<file path="src/rtl/branch_ctrl_pkg.sv">
// Shared constants for the branch/flush controller: opcodes, PC mux selects,
// FSM state encoding and the opcode-to-select decode helper.
package branch_ctrl_pkg;

   localparam logic [6:0] OP_BEQ  = 7'h10;
   localparam logic [6:0] OP_BNE  = 7'h11;
   localparam logic [6:0] OP_BLT  = 7'h12;
   localparam logic [6:0] OP_BLTU = 7'h13;
   localparam logic [6:0] OP_JMP  = 7'h20;
   localparam logic [6:0] OP_JR   = 7'h21;
   localparam logic [6:0] OP_ERET = 7'h30;

   localparam logic [2:0] PC_SRC_SEQ    = 3'd0;
   localparam logic [2:0] PC_SRC_BRANCH = 3'd1;
   localparam logic [2:0] PC_SRC_JUMP   = 3'd2;
   localparam logic [2:0] PC_SRC_REG    = 3'd3;
   localparam logic [2:0] PC_SRC_TRAP   = 3'd4;
   localparam logic [2:0] PC_SRC_ERET   = 3'd5;

   typedef enum logic {
      ST_IDLE  = 1'b0,
      ST_FLUSH = 1'b1
   } state_t;

   // Select for a decode-stage opcode, given the compare result for branches.
   function automatic logic [2:0] decode_sel(input logic [6:0] op, input logic taken);
      logic [2:0] sel;
      sel = PC_SRC_SEQ;
      case (op)
         OP_BEQ, OP_BNE, OP_BLT, OP_BLTU: sel = taken ? PC_SRC_BRANCH : PC_SRC_SEQ;
         OP_JMP:  sel = PC_SRC_JUMP;
         OP_JR:   sel = PC_SRC_REG;
         OP_ERET: sel = PC_SRC_ERET;
         default: sel = PC_SRC_SEQ;
      endcase
      return sel;
   endfunction

endpackage

</file>
<file path="src/rtl/branch_ctrl_cmp.sv">
// Combinational branch condition evaluator: full-width equality, signed and
// unsigned less-than, selected by the decode-stage opcode.
module branch_cmp
   import branch_ctrl_pkg::*;
#(
   parameter int XLEN = 32
) (
   input  logic [6:0]      opcode,
   input  logic [XLEN-1:0] rs1_val,
   input  logic [XLEN-1:0] rs2_val,
   output logic            taken
);

   always_comb begin
      taken = 1'b0;
      case (opcode)
         OP_BEQ:  taken = (rs1_val == rs2_val);
         OP_BNE:  taken = (rs1_val != rs2_val);
         OP_BLT:  taken = ($signed(rs1_val) < $signed(rs2_val));
         OP_BLTU: taken = (rs1_val < rs2_val);
         default: taken = 1'b0;
      endcase
   end

endmodule

</file>
<file path="src/rtl/branch_ctrl.sv">
// Registered next-PC source selector with a programmable post-redirect flush
// window and a wrapping count of taken redirects.
module branch_ctrl
   import branch_ctrl_pkg::*;
#(
   parameter int XLEN         = 32,
   parameter int FLUSH_CYCLES = 2,
   parameter int CNT_W        = 16
) (
   input  logic             clock,
   input  logic             reset,
   input  logic             stall,
   input  logic [6:0]       opcode,
   input  logic [XLEN-1:0]  rs1_val,
   input  logic [XLEN-1:0]  rs2_val,
   input  logic             trap_req,
   output logic [2:0]       pc_src,
   output logic             redirect,
   output logic             flush,
   output logic [CNT_W-1:0] redirect_cnt
);

   localparam int FCNT_W = (FLUSH_CYCLES > 1) ? $clog2(FLUSH_CYCLES) : 1;
   localparam logic [FCNT_W-1:0] FCNT_LOAD = FCNT_W'(FLUSH_CYCLES - 1);
   // With a single-cycle flush there is no wrong-path window to sit in.
   localparam state_t REDIRECT_STATE = (FLUSH_CYCLES > 1) ? ST_FLUSH : ST_IDLE;

   state_t             state_reg, state_next;
   logic [FCNT_W-1:0]  fcnt_reg, fcnt_next;
   logic [2:0]         pc_src_reg, pc_src_next;
   logic               redirect_reg, redirect_next;
   logic               flush_reg, flush_next;
   logic [CNT_W-1:0]   cnt_reg, cnt_next;
   logic               taken;
   logic [2:0]         sel;

   branch_cmp #(
      .XLEN (XLEN)
   ) u_cmp (
      .opcode  (opcode),
      .rs1_val (rs1_val),
      .rs2_val (rs2_val),
      .taken   (taken)
   );

   always_comb begin
      state_next    = state_reg;
      fcnt_next     = fcnt_reg;
      pc_src_next   = pc_src_reg;
      redirect_next = redirect_reg;
      flush_next    = flush_reg;
      cnt_next      = cnt_reg;
      sel           = PC_SRC_SEQ;

      if (!stall) begin
         // Traps are accepted even inside the flush window; opcodes are not.
         if (trap_req) begin
            sel = PC_SRC_TRAP;
         end else if (state_reg == ST_IDLE) begin
            sel = decode_sel(opcode, taken);
         end

         if (sel != PC_SRC_SEQ) begin
            pc_src_next   = sel;
            redirect_next = 1'b1;
            flush_next    = 1'b1;
            fcnt_next     = FCNT_LOAD;
            state_next    = REDIRECT_STATE;
            cnt_next      = cnt_reg + CNT_W'(1);
         end else begin
            pc_src_next   = PC_SRC_SEQ;
            redirect_next = 1'b0;
            flush_next    = 1'b0;
            if (state_reg == ST_FLUSH) begin
               if (fcnt_reg == '0) begin
                  state_next = ST_IDLE;
               end else begin
                  fcnt_next  = fcnt_reg - FCNT_W'(1);
                  flush_next = 1'b1;
               end
            end
         end
      end
   end

   always_ff @(posedge clock) begin
      if (reset) begin
         state_reg    <= ST_IDLE;
         fcnt_reg     <= '0;
         pc_src_reg   <= PC_SRC_SEQ;
         redirect_reg <= 1'b0;
         flush_reg    <= 1'b0;
         cnt_reg      <= '0;
      end else begin
         state_reg    <= state_next;
         fcnt_reg     <= fcnt_next;
         pc_src_reg   <= pc_src_next;
         redirect_reg <= redirect_next;
         flush_reg    <= flush_next;
         cnt_reg      <= cnt_next;
      end
   end

   assign pc_src       = pc_src_reg;
   assign redirect     = redirect_reg;
   assign flush        = flush_reg;
   assign redirect_cnt = cnt_reg;

endmodule

</file>
<file path="config.mk">
export PLATFORM = sky130hd
export DESIGN_NAME = branch_ctrl
export DESIGN_NICKNAME = d
export VERILOG_FILES = /design/src/rtl/branch_ctrl_pkg.sv /design/src/rtl/branch_ctrl_cmp.sv /design/src/rtl/branch_ctrl.sv
export SDC_FILE = /design/constraint.sdc
export NUM_CORES = 1
export LEC_CHECK = 0
export ABC_AREA = 1
export CAP_MARGIN = 20
export CORE_UTILIZATION = 48
export DETAILED_ROUTE_END_ITERATION = 7
export PLACE_DENSITY = 0.94
export SYNTH_ARGS = -nofsm -noshare
export SYNTH_HDL_FRONTEND = slang
export SYNTH_HIERARCHICAL = 1
export SYNTH_SLANG_ARGS = --single-unit
</file>
<file path="constraint.sdc">
create_clock -name clock -period 3.2 [get_ports clock]
set_input_delay 0.32 -clock clock [delete_from_list [all_inputs] [get_ports clock]]
set_output_delay 0.32 -clock clock [all_outputs]
set_load 0.05 [all_outputs]
</file>
==> flow_summary.toml <==
[clock_tree]
cts_setup_buffers = 0
clkSinkCount = 22
clk_path_buf_depth = 2
postCtsHoldBufs = 0
cts_made_buffers = 3
post_cts_resized = 0
root_buffer = "clkbuf_8"
cts-htree-levels = 1
clkTransAtPathRegs_ns = 0.08
cts_tree = "built"
clock_latency_ns = 0.27

[routing]
drt_iter0_markers = 114
first_pass_iters = 4
vias_per_cell = 4.973
wl_per_cell_microns = 11.90
antenna_left = 0
drc = 0
vias = 2541
routed_wirelength_microns = 6083

[global_routing]
busiest_layer = "met2"
met2_usage = 0.4102
antenna_found_initial = 0
grtUsageMet1 = 0.2771
grt_usage = 0.2368
grt_pass1_vias = 2417
grt_pass1_wl_microns = 9929
use_met3 = 0.04282
grt_start_max_net_pins = 19
overflow = 0

[place]
dp.final_hpwl_microns = 5115
routabilityCongestion = 0.8390
post_dp_cell_area_sq_um = 3392
portBuffers = 95

[timing]
rsz0062_at_grt = "false"
slew_viol_final = 0
setup_viol = 0
hold_violations = 0
finalCritPeriodShare = 0.8222
slew_headroom = 0.6532
fin_crit_ns = 2.631
worst_clock_skew_ns = 0.003443
worstMarginPinSlew_ns = 0.5186
tns_ns = 0
fmax_ghz = 0.3801

[synth]
synth.avg_cell_area_sq_um = 6.851
ys_types = 35
async_flop_share = 0
netlist_area_sq_um = 2405
syn_inst = 351
synth_top_area_frac = 0.1831
yosysMostFrequentCell = "nand2_1"
synth_commonest_cells = "nand2_1 (69), inv_1 (68), ha_1 (33), nand3_1 (28), a21oi_1 (23)"
syn_nets = 459
yosysTopAreaCell = "dfxtp_1"
synth-seq-cells = 22
ys_seq_area_frac = 0.1831
synth_area_leaders = "dfxtp_1 (18%), ha_1 (17%), nand2_1 (11%)"
synth-main-ff-cell = "dfxtp_1"
yosysWarnings = 6
synth_edf_count = 0

[worst_setup_path]
critPathMaxFanout = 18
crit_type = "in -> reg"
end_kind = "flip-flop"
cp.arrival_ns = 2.81
cp-start-kind = "input pin"
crit_required_ns = 3.37

[power]
ir_worst_vdd_v = 0.0002074
leakage_uw = 0.001590
p_per_area_nw_per_um2 = 213.2

[die]
dieHeight_microns = 72.78
initial_utilization = 0.5025
num_rows = 25
core-area_sq_um = 4786
dieArea_sq_um = 5297
fp.dieW_microns = 72.78
pin_count = 96

[final_layout]
area_growth_pct = 42.77
nNetsFinal = 554
num_antenna_cells = 0
finish.instance_area_sq_um = 3433
n_fill_cell = 381
largest_reg_flops = 16
drive_gt1_frac = 0.1014

[job]
cap_violations = 0

[run_status]
status = "finished clean"

[worst_hold_path]
hp-class = "reg -> reg"
-- power breakdown --
part	switching (uW)	internal (uW)
Clock	89.4	84.3
Combinational	129	144
Sequential	5.89	280
Total	224	508
-- final timing paths --
kind	slack (ns)	start	depth (start not counted)	endpoint
worst max-delay path	0.57	rs2_val[7]	22	redirect
worst min-delay path	0.49	pc_src[0]	2	pc_src[0]
worst max register to register	1.66	redirect_cnt[0]	8	redirect_cnt[14]
worst min register to register	0.49	pc_src[0]	2	pc_src[0]
-- cell type report --
type	instances	area (sq um)	share of cell area
Inverter	69	259.0	0.07544
Timing Repair Buffer	96	958.4	0.2792
Multi-Input combinational cell	254	1650	0.4807
Tap cell	67	83.83	0.02442
Clock buffer	3	41.29	0.01203
Sequential cell	22	440.4	0.1283
-- logic make-up after synthesis --
family | synth area share
XOR/XNOR | 0.04006
AO/OA/AOI/OAI | 0.1108
AND/OR/NAND/NOR | 0.3637
flip-flops | 0.1831
buffers and inverters | 0.1306
adder cells (fa/ha/maj) | 0.1717
-- per-layer routing --
layer  vias to the layer above  share of wire
met5                         -              0
met1                      1112           0.41
met3                        26          0.054
met4                         0          0.038
li1                       1312              -
met2                        91           0.50
-- worst max-delay path, cell delays in order --
cell,delay [ns]
clkdlybuf4s50_1,0.46
inv_1,0.04
ha_1,0.28
nand2_1,0.07
nor2_1,0.16
nand4_1,0.10
nor2_1,0.19
nand2_1,0.08
nand2_1,0.06
nand2_1,0.05
inv_1,0.04
nand2_1,0.04
inv_1,0.04
nand2_1,0.04
nand4_1,0.09
nand3_2,0.10
nand2_4,0.21
nand2_8,0.15
inv_1,0.13
nand2_1,0.06
nand2_1,0.05
inv_1,0.04
-- metrics by stage --
stage	cells	worst slack, ns	utilization	total power, uW	hold slack (ns)
floorplan	351	1.071	-	433.1	0.4605
global placement	508	0.4099	0.7088	551.3	0.4807
detailed placement	508	0.3222	0.7088	564.1	0.4835
CTS	511	0.6003	0.7174	735.9	0.4949
global route	511	0.2825	0.7174	774.9	0.5150
finish	511	0.5689	0.7174	732.0	0.4903
-- cell usage in the layout, fill, tap and decap left out, types with 2 or more instances in the layout --
master,n
a21o_1,2
a21oi_1,23
a21oi_2,9
clkbuf_8,3
clkdlybuf4s50_1,95
dfxtp_1,22
ha_1,33
inv_1,68
nand2_1,69
nand2_2,11
nand2_4,2
nand3_1,28
nand3_2,4
nand4_1,6
nor2_1,22
nor2_2,5
nor2_4,3
nor3_1,5
nor3_4,2
nor4_1,2
o21a_1,2
o21ai_0,4
o21ai_1,3
or2_1,2
xnor2_1,4
xor2_1,7
Note: power is estimated with default switching activity, not from simulation.
